<file path="src/rtl/counter_pkg.sv">
// counter_pkg: mode encodings shared across the counter family
package counter_pkg;
  localparam logic [1:0] MODE_UP   = 2'b00;
  localparam logic [1:0] MODE_DOWN = 2'b01;
  localparam logic [1:0] MODE_STEP = 2'b10;
  localparam logic [1:0] MODE_LOAD = 2'b11;
  typedef logic [1:0] mode_t;
endpackage

</file>
<file path="src/rtl/counter_prog_if.sv">
// counter_prog_if: control/data bundle between a counter user and counter_prog
interface counter_prog_if #(parameter int WIDTH = 4);
  import counter_pkg::*;
  logic enable;
  logic ci;
  mode_t mode;
  logic [WIDTH-1:0] D;
  logic [WIDTH-1:0] Q;
  logic rco;
  logic load;
  logic tc;
  modport master(output enable, ci, mode, D, input Q, rco, load, tc);
  modport slave(input enable, ci, mode, D, output Q, rco, load, tc);
endinterface

</file>
<file path="src/rtl/counter_prog_next.sv">
// counter_prog_next: combinational next-count, limit-hit and lookahead terminal count
module counter_prog_next
  import counter_pkg::*;
#(
  parameter int WIDTH = 4,
  parameter int STEP = 3,
  parameter bit SATURATE = 1'b0
) (
  input  logic [WIDTH-1:0] q,
  input  mode_t            mode,
  input  logic [WIDTH-1:0] d,
  input  logic             count_ok,
  input  logic             load_ok,
  output logic [WIDTH-1:0] next_q,
  output logic             wrap,
  output logic             tc
);
  localparam logic [WIDTH:0] STEP_W = (WIDTH+1)'(STEP);
  localparam logic [WIDTH:0] ONE_W = (WIDTH+1)'(1);
  logic [WIDTH:0] sum;
  logic down;
  logic hit;
  always_comb begin
    down = mode == MODE_DOWN;
    sum = {1'b0, q} + (mode == MODE_STEP ? STEP_W : ONE_W);
    hit = down ? q == '0 : sum[WIDTH];
    wrap = mode != MODE_LOAD && hit;
    tc = count_ok && wrap;
    next_q = mode == MODE_LOAD ? (load_ok ? d : q)
           : !count_ok ? q
           : down ? (hit && SATURATE ? '0 : q - 1'b1)
           : (hit && SATURATE ? '1 : sum[WIDTH-1:0]);
  end
endmodule

</file>
<file path="src/rtl/counter_prog.sv">
// counter_prog: programmable up/down/step/load counter with cascade carry and saturation
module counter_prog
  import counter_pkg::*;
#(
  parameter int WIDTH = 4,
  parameter int STEP = 3,
  parameter bit SATURATE = 1'b0,
  parameter logic [WIDTH-1:0] RESET_VAL = '0
) (
  input logic clk,
  input logic reset,
  counter_prog_if.slave bus
);
  logic [WIDTH-1:0] next_q;
  logic wrap;
  logic tc_raw;
  counter_prog_next #(.WIDTH(WIDTH), .STEP(STEP), .SATURATE(SATURATE)) u_next (
    .q(bus.Q),
    .mode(bus.mode),
    .d(bus.D),
    .count_ok(bus.enable && bus.ci),
    .load_ok(bus.enable),
    .next_q(next_q),
    .wrap(wrap),
    .tc(tc_raw)
  );
  assign bus.tc = tc_raw && !reset;
  always_ff @(posedge clk) begin
    if (reset) begin
      bus.Q <= RESET_VAL;
      bus.rco <= 1'b0;
      bus.load <= 1'b0;
    end else begin
      bus.Q <= next_q;
      bus.rco <= tc_raw;
      bus.load <= bus.enable && bus.mode == MODE_LOAD;
    end
  end
endmodule

</file>
<file path="src/flat_wrapper.sv">
// flat-port wrapper written by rule: the top's interface ports become plain ports
module counter_prog_flat import counter_pkg::*;
#(
  parameter int WIDTH = 4,
  parameter int STEP = 3,
  parameter bit SATURATE = 1'b0,
  parameter logic [WIDTH-1:0] RESET_VAL = '0
)
  (clk, reset, bus_enable, bus_ci, bus_mode, bus_D, bus_Q, bus_rco, bus_load, bus_tc);
  counter_prog_if #(.WIDTH(WIDTH)) bus_i ();
  input logic clk;
  input logic reset;
  input wire logic [$bits(bus_i.enable)-1:0] bus_enable;
  input wire logic [$bits(bus_i.ci)-1:0] bus_ci;
  input wire logic [$bits(bus_i.mode)-1:0] bus_mode;
  input wire logic [$bits(bus_i.D)-1:0] bus_D;
  output wire logic [$bits(bus_i.Q)-1:0] bus_Q;
  output wire logic [$bits(bus_i.rco)-1:0] bus_rco;
  output wire logic [$bits(bus_i.load)-1:0] bus_load;
  output wire logic [$bits(bus_i.tc)-1:0] bus_tc;
  assign bus_i.enable = bus_enable;
  assign bus_i.ci = bus_ci;
  assign bus_i.mode = bus_mode;
  assign bus_i.D = bus_D;
  assign bus_Q = bus_i.Q;
  assign bus_rco = bus_i.rco;
  assign bus_load = bus_i.load;
  assign bus_tc = bus_i.tc;
  counter_prog #(.WIDTH(WIDTH), .STEP(STEP), .SATURATE(SATURATE), .RESET_VAL(RESET_VAL)) u_core (.clk(clk), .reset(reset), .bus(bus_i));
endmodule
</file>
<file path="config.mk">
export PLATFORM = sky130hd
export DESIGN_NAME = counter_prog_flat
export DESIGN_NICKNAME = d
export VERILOG_FILES = /design/src/rtl/counter_pkg.sv /design/src/rtl/counter_prog_if.sv /design/src/rtl/counter_prog_next.sv /design/src/rtl/counter_prog.sv /design/src/flat_wrapper.sv
export SDC_FILE = /design/constraint.sdc
export NUM_CORES = 1
export LEC_CHECK = 0
export ABC_AREA = 1
export BUFFER_PORTS_ARGS = -buffer_cell sky130_fd_sc_hd__buf_4
export CORE_AREA = 2 2 39 41
export DETAILED_ROUTE_END_ITERATION = 10
export DIE_AREA = 0 0 41 43
export PLACE_DENSITY = 0.6
export SLEW_MARGIN = 0
export SYNTH_ARGS = -nofsm -noshare
export SYNTH_HDL_FRONTEND = slang
export SYNTH_SLANG_ARGS = --single-unit
</file>
<file path="constraint.sdc">
create_clock -name clk -period 4.3 [get_ports clk]
set_input_delay 0.86 -clock clk [delete_from_list [all_inputs] [get_ports clk]]
set_output_delay 0.86 -clock clk [all_outputs]
set_load 0.005 [all_outputs]
</file>
Word level (Yosys, flattened, before mapping)
Index checks and enable logic that the tools add are counted.
- register bits after elaboration: 6
- latch bits: 0
- memory bits (writable): 0
- memory bits (read-only): 0
- output and inout bits: 7
- word-level logic and storage cells: 25
- memories: 0
- add/subtract/negate cells: 2
- multipliers: 0
- divide/modulo/power cells: 0
- $lt $le $gt $ge: 0
- eq/ne operators: 5
- shifts and indexed selects: 0
- multiplexer cells: 6
- bitwise logic cells: 0
- reductions and logical operators: 9
- operator list (kind ; count):
    $mux W4 ; 4
    $add A4 B2 Y5 ; 1
    $logic_and A1 B1 Y1 ; 5
    $eq A2 B2 Y1 const B ; 2
    $logic_not A4 Y1 ; 1
    $ne A2 B2 Y1 const B ; 2
    $sub A4 B1 Y4 const B ; 1
    $eq A2 B1 Y1 const B ; 1
    $mux W2 ; 1
    $reduce_and A2 Y1 ; 1
    $reduce_bool A2 Y1 ; 1
    $logic_not A1 Y1 ; 1
    $mux W1 ; 1

Longest topological paths before layout
- depth after elaboration: 7
- gate-level depth with buffers: 11

Cells and area by module
From an unflattened synthesis, not the netlist that was laid out.
- cells, all modules: 78
- area total of the unflattened synthesis: 486.7 um2
- by module, submodules not included (module ; times used ; cells each ; area each (um2) ; seq. area each (um2)):
    counter_prog_next ; 1 ; 55 ; 302.8 ; 0.0
    counter_prog ; 1 ; 23 ; 183.9 ; 120.1

Worst setup path after synthesis
OpenSTA, ideal clock, no wires.
- path type: input port to output port
- start: input port bus_mode[1]
- end: output port bus_tc
- arrival time: 1.859 ns
- required time: 3.440 ns
- slack: 1.581 ns
- cell stages on the path: 7
- path through: inv_1 > nor2_1 > inv_1 > fa_1 > nor3_1 > nor2_1 > nor3_1
- longest elaborated chain between the ends: 7
- elaborated cells on any way between the ends: 9
- classes of those cells: add/sub (1); eq/ne (3); mux (2); reduce/logical (3)
- ends and longest elaborated chain (what ; RTL line ; text):
    start: declaration ; flat_wrapper.sv:15 ; input wire logic [$bits(bus_i.mode)-1:0] bus_mode;
    $eq A2 B2 Y1 ; counter_prog_next.sv:25 ; sum = {1'b0, q} + (mode == MODE_STEP ? STEP_W : ONE_W);
    $mux W2 ; counter_prog_next.sv:25 ;
    $add A4 B2 Y5 ; counter_prog_next.sv:25 ;
    $mux W1 ; counter_prog_next.sv:26 ; hit = down ? q == '0 : sum[WIDTH];
    $logic_and A1 B1 Y1 (*) ; counter_prog_next.sv:27 ; wrap = mode != MODE_LOAD && hit;
    $logic_and A1 B1 Y1 (*) ; counter_prog_next.sv:28 ; tc = count_ok && wrap;
    $logic_and A1 B1 Y1 (*) ; counter_prog.sv:27 ; assign bus.tc = tc_raw && !reset;
    end: declaration ; flat_wrapper.sv:20 ; output wire logic [$bits(bus_i.tc)-1:0] bus_tc;
Every way passes the cells marked *; elsewhere a longest branch is shown, timed or not.

Final worst setup path
- start: input port bus_mode[0]
- end: output port bus_tc
Same word-level chain as after synthesis.

==> metrics.txt <==
top cells by area, synth=dfxtp_1, nand2_1, inv_1; Final Hold Viols=0; syn nets=84; worst vdd ir=about 0.23 mV; Nets=roughly 100; fin crit period=~3 ns; Worst EP arrival=2.17 ns; CTS Hold Buffers Added=0; PortBufs=16; fin crit share=a little over two thirds; RR Startpoint=u_core.bus.Q[0]; Die W=41 um; FF-to-FF path depth=7; WL final=just over 1000 um; Routed WL per cell=roughly 10 um; Die Span Y=43 um; Clock Latency Late Sink=about 0.24 ns; cell depth of the worst setup path=8; Critical Path Fanout Max=4; R2R setup slack=2.71 ns; drt drc=0; dominant cell type by area after synthesis=dfxtp_1; clock root buffer=clkbuf_4; Max-Cap Viols=0; leakage power=roughly 0.31 nW; first-pass GRT wire length=around 1700 um; CP Class=in -> out; Rel. slew slack=roughly 79%; Mapped Avg Cell Area=between 6 and 7 um2; Die Area=about 1800 um2; crit-path cells=buf_4 -> nor2_1 -> inv_1 -> fa_1 -> nor3_1 -> nor2_1 -> nor3_1 -> buf_4; Worst Path Buf+Inv=3; delay-heaviest family, CP=simple AND/OR/NAND/NOR gates; DRT antenna net count=0; DP Wirelength=856 um; postcts setup bufs=0; Syn. warnings=0; core footprint=~1400 um2; post_cts resized=0; outcome=completed; share of synthesized registers carrying an async set or reset=0%; initial antenna violation count=0; Post-Syn Area=about 460 um2; pwr dens=258 nW/um2; # IOs=17; gpl congestion=around 0.81; Worst Setup End Kind=primary output; WP data required=about 3.4 ns; Syn-to-layout area delta=34.0%; initial DRC count=8; most numerous cell in the Yosys netlist=nand2_1; pin count of the biggest net entering global routing=9; sequential fraction of the synthesis area=25.9%; r2r endpoint=u_core.bus.Q[2]; GR Util All Layers=between 10% and 20%; post-route cell area=approximately 620 um2; Post-synth EDFFs=0; CTS HTree Levels=1; clock buffer depth=2; vias in the first global route=421; worst setup path startpoint=bus_mode[0]; Least-Margin Pin Slew=around 0.32 ns; Site Rows=14; Initial Util=33.5%; slowest library cell on the worst path=fa_1; RSZ-0062 raised after global routing=no; Netlist cell types=19; commonest cells in the netlist=nand2_1, inv_1, nor2_1; Synth top area share=25.9%; layout cell share with drive strength beyond 1=about a quarter; Avg Vias per Cell=4.57; CP peak stage delay=about 0.4 ns; Setup crit end=bus_tc; Post-Route Setup TNS=0 ns; Max Clk Rate=~0.33 GHz; Sink Count=6; Post-Syn Instances=70; worst hold path type=reg -> reg; fin. max-slew vios=0; Vias=roughly 480; CTS buffer count=3; Worst-path clk slew=approximately 0.04 ns; First-pass DRT Iterations=4; Area after DPL=between 500 and 600 um2; setup violators final=0; Synth Register Bits=6; CP startpoint kind=primary input; antenna diode count=0; predominant post-synthesis flop cell=dfxtp_1; TritonCTS clock tree=done; clock skew=0.00100 ns; Remaining Overflow, GRT=0
[registers in the layout, indices dropped and copies added (netlist names)]
| register | count |
|---|---|
| u_core.bus.Q | 4 |
| u_core.bus.load | 1 |
| u_core.bus.rco | 1 |
[cells in the final DEF (no fill, tap or decap), types with 2 or more instances in the layout]
master / netlist / routed
o21ai_0: 3 / 3
nor3_1: 4 / 4
nand3_1: 4 / 4
clkbuf_4: 0 / 3
inv_1: 11 / 11
xnor2_1: 2 / 2
dfxtp_1: 6 / 6
buf_4: 0 / 16
a21oi_1: 4 / 4
a31oi_1: 2 / 2
nand2_1: 16 / 16
nor2_1: 7 / 7
ha_1: 3 / 3
[report_power, final]
group	total, mW	leakage [nW]	internal, mW	switching [mW]
registers	0.0637	0.0491	0.0591	0.00453
logic	0.0469	0.252	0.0228	0.0240
clock network	0.0496	0.0138	0.0314	0.0182
[layout make-up]
class	count	area, um2
clock buffer	3	22.5
fill	152	762
inverter	12	45.0
multi-input combinational	51	294
sequential	6	120
tap	16	20.0
timing repair buffer	16	120
[through the flow]
step	total power, mW	setup WS (ns)	util (%)	std cells	hold slack [ns]
finish	0.160	1.27	44.9	104	0.524
global route	0.174	1.04	44.9	104	0.542
CTS	0.164	1.28	44.9	104	0.527
detailed placement	0.112	1.28	43.3	101	0.521
floorplan	0.0932	1.58	-	70	0.491
global placement	0.112	1.30	43.3	101	0.514
[worst min path at each step]
stage	startpoint	end	slack (ns)	cells past startpoint
3_3_place_gp	u_core.bus.Q[3]	u_core.bus.Q[3]	0.51	2
3_5_place_dp	u_core.bus.Q[3]	u_core.bus.Q[3]	0.52	2
6_report	u_core.bus.Q[3]	u_core.bus.Q[3]	0.52	2
2_1_floorplan	u_core.bus.Q[3]	u_core.bus.Q[3]	0.49	2
4_1_cts	u_core.bus.Q[3]	u_core.bus.Q[3]	0.53	2
5_1_grt	u_core.bus.Q[3]	u_core.bus.Q[3]	0.54	2
[worst reg2reg max path: stages, from the launching register on]
cell	delay, ns
dfxtp_1	0.37
inv_1	0.15
fa_1	0.48
xnor2_1	0.14
nand2_1	0.06
o21ai_0	0.08
o21ai_1	0.13
a21oi_1	0.07
[kinds of logic after synthesis]
group	count (synthesis)	share of synthesized area, %
flip-flops	6	25.9
buffers and inverters	13	10.8
AND/OR/NAND/NOR	33	31.0
adder cells (fa/ha/maj)	4	12.4
AO/OA/AOI/OAI	12	16.2
XOR/XNOR	2	3.77
[routing by layer]
metal,global-route usage [%],vias to the layer above,wire length [um]
met2,18.4,13,479
met4,4.00,0,0
met5,0,-,0
met1,21.0,201,485
li1,-,261,-
met3,9.42,0,74
Power figures use the tool's default switching activity.
